===== src/rtl/scale_mux_pkg.sv =====
// ============================================================================
//  Module      : scale_mux_pkg
//  Description : Shared constants, state types and helpers for the
//                round-robin arbitrated scale mux (scale_arb_mux).
//  Contents    : C_DEF_WIDTH / C_DEF_NCH  default data width / channel count
//                out_state_t              output stage states {EMPTY, FULL}
//                lock_state_t             burst lock states   {IDLE, LOCKED}
//                sel_width(n)             $clog2(n), never less than 1
//  Revision    : 1.0 - initial release
// ============================================================================
`default_nettype none

package scale_mux_pkg;

    localparam int C_DEF_WIDTH = 8;
    localparam int C_DEF_NCH   = 4;

    typedef enum logic [0:0] {
        EMPTY = 1'b0,
        FULL  = 1'b1
    } out_state_t;

    typedef enum logic [0:0] {
        IDLE   = 1'b0,
        LOCKED = 1'b1
    } lock_state_t;

    // Index width for n channels; a single channel still needs one bit
    function automatic int sel_width(input int n);
        return (n <= 1) ? 1 : $clog2(n);
    endfunction

endpackage

`default_nettype wire


===== src/rtl/scale_arb_mux_arbiter.sv =====
// ============================================================================
//  Module      : rr_arbiter
//  Description : Round-robin arbiter. The search starts at the pointer and
//                wraps modulo NCH; the first requesting channel wins. The
//                pointer moves past the winner only when en is high and at
//                least one request is present.
//  Ports       : clk, rst      clock, asynchronous active-high reset
//                req[NCH]      request vector
//                en            allow the pointer to advance this cycle
//                gnt[NCH]      one-hot grant (zero when no request)
//                gnt_idx       index of the granted channel
//  Revision    : 1.0 - initial release
// ============================================================================
`default_nettype none

module rr_arbiter
    import scale_mux_pkg::*;
#(
    parameter  int NCH  = C_DEF_NCH,
    localparam int SELW = sel_width(NCH)
) (
    input  logic            clk,
    input  logic            rst,
    input  logic [NCH-1:0]  req,
    input  logic            en,
    output logic [NCH-1:0]  gnt,
    output logic [SELW-1:0] gnt_idx
);

    localparam logic [SELW-1:0] C_LAST = SELW'(NCH - 1);

    logic [SELW-1:0] r_ptr;
    logic [SELW-1:0] w_cand;
    logic            w_found;

    // Walk NCH candidates starting at the pointer; the candidate index
    // wraps explicitly so non-power-of-two channel counts work.
    always_comb begin
        gnt     = '0;
        gnt_idx = '0;
        w_found = 1'b0;
        w_cand  = r_ptr;
        for (int k = 0; k < NCH; k++) begin
            if (!w_found && req[w_cand]) begin
                w_found     = 1'b1;
                gnt[w_cand] = 1'b1;
                gnt_idx     = w_cand;
            end
            w_cand = (w_cand == C_LAST) ? '0 : w_cand + 1'b1;
        end
    end

    always_ff @(posedge clk or posedge rst) begin
        if (rst) begin
            r_ptr <= '0;
        end else if (en && (|req)) begin
            r_ptr <= (gnt_idx == C_LAST) ? '0 : gnt_idx + 1'b1;
        end
    end

endmodule

`default_nettype wire


===== src/rtl/scale_arb_mux.sv =====
// ============================================================================
//  Module      : scale_arb_mux
//  Description : NCH:1 data mux with per-channel valid/ready handshakes, a
//                round-robin arbiter and a single-entry registered output
//                stage. Sustains one word per clock; stalls hold the output.
//  Ports       : clk, rst          clock, asynchronous active-high reset
//                in_data[NCH*W]    channel i at bits [i*WIDTH +: WIDTH]
//                in_valid[NCH]     channel has a word
//                in_ready[NCH]     one-hot/zero accept strobe (combinational)
//                out_data[W]       registered winning word
//                out_valid         out_data holds an unconsumed word
//                out_ready         consumer takes out_data this cycle
//                out_sel[SELW]     channel that supplied out_data
//  Options     : SCALE_ARB_MUX_LOCK_EN adds in_last[NCH] / out_last. A beat
//                without in_last locks the arbiter on its channel until that
//                channel's in_last beat is accepted.
//  Revision    : 1.0 - initial release
// ============================================================================
`default_nettype none

module scale_arb_mux
    import scale_mux_pkg::*;
#(
    parameter  int WIDTH = C_DEF_WIDTH,
    parameter  int NCH   = C_DEF_NCH,
    localparam int SELW  = sel_width(NCH)
) (
    input  logic                 clk,
    input  logic                 rst,
    input  logic [NCH*WIDTH-1:0] in_data,
    input  logic [NCH-1:0]       in_valid,
    output logic [NCH-1:0]       in_ready,
    output logic [WIDTH-1:0]     out_data,
    output logic                 out_valid,
    input  logic                 out_ready,
    output logic [SELW-1:0]      out_sel
`ifdef SCALE_ARB_MUX_LOCK_EN
    ,
    input  logic [NCH-1:0]       in_last,
    output logic                 out_last
`endif
);

    out_state_t       r_ostate;
    logic [WIDTH-1:0] r_out_data;
    logic [SELW-1:0]  r_out_sel;

    logic             w_load;
    logic             w_accept_ok;
    logic             w_grant;
    logic [NCH-1:0]   w_req;
    logic [NCH-1:0]   w_gnt;
    logic [SELW-1:0]  w_gnt_idx;
    logic             w_ptr_en;
    logic [WIDTH-1:0] w_win_data;

    // The stage can take a word when empty or when its word leaves now.
    // Reset also blocks acceptance so nothing is handshaken while held.
    assign w_load      = (r_ostate == EMPTY) || out_ready;
    assign w_accept_ok = w_load && !rst;

`ifdef SCALE_ARB_MUX_LOCK_EN
    lock_state_t      r_lock;
    logic [SELW-1:0]  r_lock_ch;
    logic             r_out_last;
    logic             w_win_last;

    // While locked only the owning channel may request.
    always_comb begin
        w_req = in_valid;
        if (r_lock == LOCKED) begin
            w_req            = '0;
            w_req[r_lock_ch] = in_valid[r_lock_ch];
        end
    end

    assign w_win_last = |(w_gnt & in_last);

    // Pointer moves only when a burst ends (single-beat bursts included).
    assign w_ptr_en = w_accept_ok && w_win_last;

    always_ff @(posedge clk or posedge rst) begin
        if (rst) begin
            r_lock    <= IDLE;
            r_lock_ch <= '0;
        end else if (w_grant) begin
            unique case (r_lock)
                IDLE: begin
                    if (!w_win_last) begin
                        r_lock    <= LOCKED;
                        r_lock_ch <= w_gnt_idx;
                    end
                end
                LOCKED: begin
                    if (w_win_last) begin
                        r_lock <= IDLE;
                    end
                end
                default: r_lock <= IDLE;
            endcase
        end
    end

    always_ff @(posedge clk or posedge rst) begin
        if (rst) begin
            r_out_last <= 1'b0;
        end else if (w_grant) begin
            r_out_last <= w_win_last;
        end
    end

    assign out_last = r_out_last;
`else
    assign w_req    = in_valid;
    assign w_ptr_en = w_accept_ok;
`endif

    rr_arbiter #(
        .NCH     (NCH)
    ) u_arb (
        .clk     (clk),
        .rst     (rst),
        .req     (w_req),
        .en      (w_ptr_en),
        .gnt     (w_gnt),
        .gnt_idx (w_gnt_idx)
    );

    assign w_grant  = w_accept_ok && (|w_gnt);
    assign in_ready = w_gnt & {NCH{w_accept_ok}};

    // One-hot grant selects the winning word
    always_comb begin
        w_win_data = '0;
        for (int i = 0; i < NCH; i++) begin
            if (w_gnt[i]) begin
                w_win_data = in_data[i*WIDTH +: WIDTH];
            end
        end
    end

    // Output stage: a grant always loads; FULL drains to EMPTY only when
    // the consumer takes the word and nothing replaces it.
    always_ff @(posedge clk or posedge rst) begin
        if (rst) begin
            r_ostate   <= EMPTY;
            r_out_data <= '0;
            r_out_sel  <= '0;
        end else begin
            unique case (r_ostate)
                EMPTY: begin
                    if (w_grant) begin
                        r_ostate   <= FULL;
                        r_out_data <= w_win_data;
                        r_out_sel  <= w_gnt_idx;
                    end
                end
                FULL: begin
                    if (w_grant) begin
                        r_out_data <= w_win_data;
                        r_out_sel  <= w_gnt_idx;
                    end else if (out_ready) begin
                        r_ostate <= EMPTY;
                    end
                end
                default: r_ostate <= EMPTY;
            endcase
        end
    end

    assign out_valid = (r_ostate == FULL);
    assign out_data  = r_out_data;
    assign out_sel   = r_out_sel;

endmodule

`default_nettype wire

===== config.mk =====
export PLATFORM = sky130hd
export DESIGN_NAME = scale_arb_mux
export DESIGN_NICKNAME = d
export VERILOG_FILES = /design/src/rtl/scale_mux_pkg.sv /design/src/rtl/scale_arb_mux_arbiter.sv /design/src/rtl/scale_arb_mux.sv
export SDC_FILE = /design/constraint.sdc
export NUM_CORES = 1
export LEC_CHECK = 0
export BUFFER_PORTS_ARGS = -buffer_cell sky130_fd_sc_hd__buf_2
export CORE_ASPECT_RATIO = 0.75
export CORE_MARGIN = 1.5
export CORE_UTILIZATION = 53
export DETAILED_ROUTE_END_ITERATION = 7
export PLACE_DENSITY = 0.83
export SYNTH_ARGS = -nofsm -noshare
export SYNTH_HDL_FRONTEND = slang
export SYNTH_SLANG_ARGS = --single-unit

===== constraint.sdc =====
create_clock -name clk -period 8.3 [get_ports clk]
set_input_delay 1.66 -clock clk [delete_from_list [all_inputs] [get_ports clk]]
set_output_delay 1.66 -clock clk [all_outputs]
set_load 0.05 [all_outputs]

# [Word level (Yosys, flattened, before mapping)]
# Cells that the tools add are included.
[classes] eq_ne=4 n_bitwise=5 add_sub_neg=4 muxes=41 n_reduce_logical=17 order_cmp=8
[ops] op="2-to-1 mux 8 bit" n=5
[ops] op="2-to-1 mux 2 bit" n=9
[ops] op="2-to-1 mux 4 bit" n=4
[ops] op="2-to-1 mux 1 bit" n=14
[ops] op="< comparator 2 x 3 -> 1 bit, second input constant" n=4
[ops] op="bitwise OR 4 bit" n=3
[ops] op="logical AND 1 bit" n=10
[ops] op="adder 2 x 1 -> 2 bit, second input constant" n=4
[ops] op="binary-select mux 1 bit (select 2 bit)" n=4
[ops] op="demux 1 bit (select 2 bit)" n=4
[ops] op="equality test 2 bit, second input constant" n=4
[ops] op=">= comparator 2 x 1 -> 1 bit, second input constant" n=4
[ops] op="OR reduction 4 bit" n=2
[ops] op="AND 4 bit" n=1
[ops] op="logical NOT 1 bit" n=4
[ops] op="one-hot mux 1 bit (2 select lines)" n=1
[ops] op="logical OR 1 bit" n=1
[ops] op="NOT 1 bit" n=1
[word_totals] in_bits=39 output_inout_bits=15 reg_bits=13 wordCells=83

# [Logic depth before layout (Yosys ltp)]
[depth] depth_word=17 ltp_mapped=12

# [Modules after synthesis]
# A second synthesis with hierarchy kept.
[unflattened] cells_unflattened=165 area_unflattened_um2=1452.6
[by_module_without_submodules] mod="rr_arbiter" cells_per_inst=97 area_each_um2=755.7 instances=1
[by_module_without_submodules] mod="scale_arb_mux" cells_per_inst=68 area_each_um2=696.9 instances=1

# [Worst setup path before layout]
# No wires, ideal clock.
[synth_timing] path_type="input -> output" start="input port in_valid[0]" end="output port in_ready[2]" path_slack_ns=2.773 arrival_time_ns=3.867 cell_stages=7 cell_sequence="buf_2 > mux4_2 > buf_6 > o41ai_1 > a311oi_2 > buf_2 > nor2_1"
[synth_between] elab_chain_len=13 elab_cells_between_ends=25 classes_between="mux: 15; bitwise: 4; reduce/logical: 6"
[synth_lines] element="start: declaration" line_no="scale_arb_mux.sv:31" source="input logic [NCH-1:0] in_valid,"
[synth_lines] element="binary-select mux 1 bit (select 2 bit)" line_no="scale_arb_mux_arbiter.sv:44" source="if (!w_found && req[w_cand]) begin"
[synth_lines] element="2-to-1 mux 1 bit (implied by the code)" line_no="scale_arb_mux_arbiter.sv:44"
[synth_lines] element="2-to-1 mux 1 bit" line_no="scale_arb_mux_arbiter.sv:44"
[synth_lines] element="logical NOT 1 bit" line_no="scale_arb_mux_arbiter.sv:44"
[synth_lines] element="logical AND 1 bit" line_no="scale_arb_mux_arbiter.sv:44"
[synth_lines] element="2-to-1 mux 1 bit" line_no="scale_arb_mux_arbiter.sv:44"
[synth_lines] element="logical NOT 1 bit" line_no="scale_arb_mux_arbiter.sv:44"
[synth_lines] element="logical AND 1 bit" line_no="scale_arb_mux_arbiter.sv:44"
[synth_lines] element="2-to-1 mux 1 bit" line_no="scale_arb_mux_arbiter.sv:44"
[synth_lines] element="logical NOT 1 bit" line_no="scale_arb_mux_arbiter.sv:44"
[synth_lines] element="logical AND 1 bit" line_no="scale_arb_mux_arbiter.sv:44"
[synth_lines] element="2-to-1 mux 4 bit (*)" line_no="scale_arb_mux_arbiter.sv:44"
[synth_lines] element="AND 4 bit (*)" line_no="scale_arb_mux.sv:130" source="assign in_ready = w_gnt & {NCH{w_accept_ok}};"
[synth_lines] element="end: declaration" line_no="scale_arb_mux.sv:32" source="output logic [NCH-1:0] in_ready,"
# Mark *: on every way between the ends. The rest lies on a longest branch, timed or not. The select of a mux whose other input is x is not followed.

# [Worst setup path after layout]
[layout_timing] start="input port in_valid[1]" end="output port in_ready[2]"
# The elaborated chain is that of the path after synthesis.

==> reports/results.ini <==
[run_status]
status=complete, no violations

[global_routing]
grt.overflow.total=0
grt_pass1_vias=1131
grt_first_pass_wirelength_um=5310
grt_antenna_before_repair=0
grt_max_degree=24
grt_util_all_layers_pct=22.7

[logic_synthesis]
synth_top_area_share_pct=22.7
yosysSeqAreaShare_pct=22.7
syn-mean-instance-area_um2=8.15
yosys_warnings=0
synth.largest_area_cell=dfrtp_1
postSynthCellCount=176
yosysMostFrequentCell=nor2_1
synth_cell_type_count=46
synth_edf_count=0
synthArstFlopShare_pct=100
ys.flop_type=dfrtp_1
yosys-top-cells-count=nor2_1 (19), nand2_1 (18), inv_1 (17), dfrtp_1 (13), o21ai_0 (13)
synth.net_count=222
ys_ff_latch=13
synthTopCellsByArea=dfrtp_1 (23%), ha_1 (6.1%), nor2_1 (5.0%)
synth_area_mm2=0.00143

[critical_path]
endpoint_kind=output port
cp_cell_sequence=buf_2 -> nor2b_1 -> a211oi_1 -> o41ai_1 -> a311oi_2 -> nor2_1 -> buf_2
crit_arrival_ns=4.08
cp_max_fo=18
startpoint_type=primary input
required_ns=6.64
crit_top_cell=buf_2
cp_slowest_cell=a311oi_2
r2r-start=u_arb.r_ptr[0]$_DFFE_PP0P_
crit_start=in_valid[1]
cp_slowest_stage_delay_ns=0.87
path_class=primary input to output port

[cts]
cts_hold_buf=0
cts_sinks=13
cts_setup_buffers=0
cts-root-buf=clkbuf_4
cts_tree=yes
path_clk_slew_ns=0.07
ctsResizeCount=0
cts_inserted_buffers=3
clkLatencyLatePin_ns=0.27
clockBufferDepth=2
htree_num_levels=1

[hold_path]
min_from=out_sel[1]$_DFFE_PP0P_
hold_class=flop to flop

[detailed_routing]
drt_iter0_drc=129
post-route-drc-count=0
wirelength_um=3550
wl_per_cell_um=13.7
routed_via_density=5.85
ant_nets=0
vias=1515
dr.pass1.iters=4

[cells_and_area]
final_nets=270
n_antenna_cell=0
drive_gt1_share_pct=32.3
fillCellCount=233
area_growth_pct=18.2
utilization_pct=65.6

[sta]
fmax_mhz=174
relSlewSlack_pct=29.8
tightest_slew_ns=1.05
rsz0062_at_grt=false
setup_viol=0
finalMaxSlewViolations=0
fin_crit_ns=5.74
hold_violations=0
finalClockSkew_ns=0.00319
fin_ws_ns=2.56
fin_setup_tns_ns=0
period_share_pct=69.2

[floorplanning]
fp.coreArea_mm2=0.00258
die_x_um=63.1
design.die.area_mm2=0.00303
ios=54
rows=16
die_h_um=48.0
start_util_pct=55.5

[placement]
portBuffers=53
gp_congestion=0.844
dp.final_hpwl_um=2710
place_ws_ns=2.61

[job]
cap_violations=0

[cell families after synthesis]
logic type               after synthesis  share of synthesized area, %
flip-flops                            13                          22.7
adder cells (fa/ha/maj)                7                          6.11
multiplexers                           7                          6.11
AO/OA/AOI/OAI                         57                          32.7
AND/OR/NAND/NOR                       65                          22.7
buffers and inverters                 27                          9.69
[registers in the layout, summed over array words and instances (netlist names)]
| name | cells |
|---|---|
| out_sel | 2 |
| out_data | 8 |
| out_valid | 1 |
| u_arb.r_ptr | 2 |
[metrics by stage]
stage / std cells / hold WS, ns / cell area, um2
floorplan: 176 / 0.783 / 1430
detailed placement: 255 / 0.492 / 1670
finish: 259 / 0.507 / 1700
global placement: 255 / 0.493 / 1670
global route: 259 / 0.528 / 1700
CTS: 259 / 0.509 / 1700
[layout by cell type (no fill, tap or decap), types with 3 or more instances in the layout]
cell      instances
a21oi_1           5
a311oi_2          3
a31oi_1           6
and3_1            8
buf_2            53
clkbuf_4          3
dfrtp_1          13
ha_1              7
inv_1            17
mux2_2            4
nand2_1          18
nand2b_1          4
nor2_1           19
nor2b_1           3
o21ai_0          13
o221ai_1          8
o31ai_1           3
[final timing paths]
kind / endpoint / slack (ns) / cells after the start
setup / recovery: in_ready[2] / 2.56 / 7
hold / removal: out_sel[1]$_DFFE_PP0P_ / 0.51 / 1
setup reg to reg: out_sel[0]$_DFFE_PP0P_ / 4.01 / 7
hold reg to reg: out_sel[1]$_DFFE_PP0P_ / 0.51 / 1
max in group asynchronous: out_valid$_DFF_PP0_ / 6.54 / 2
min in group asynchronous: out_data[0]$_DFFE_PP0P_ / 1.41 / 2
[per-layer routing]
layer,share of wire (%),GRT usage (%),up-vias
li1,-,-,761
met1,49,33.2,688
met2,44,36.6,66
met3,7.4,3.76,0
met4,0,2.67,0
met5,0,0,-
[area by class of cell]
class	count	area, um2	share of cell area [%]
clock buffer	4	26.3	1.55
inverter	17	63.8	3.76
multi-input combinational	136	970	57.2
sequential	13	325	19.2
tap	36	45.0	2.66
timing repair buffer	53	265	15.6
[worst max-delay path, delay by kind of cell]
kind,cells,cell delay [ns]
compound gates,3,1.77
buf+inv,2,0.39
simple gates,2,0.25
Power is left out: the tool's default activity adds up to more than one toggle a clock period on the data nets, which glitch-free logic cannot reach.
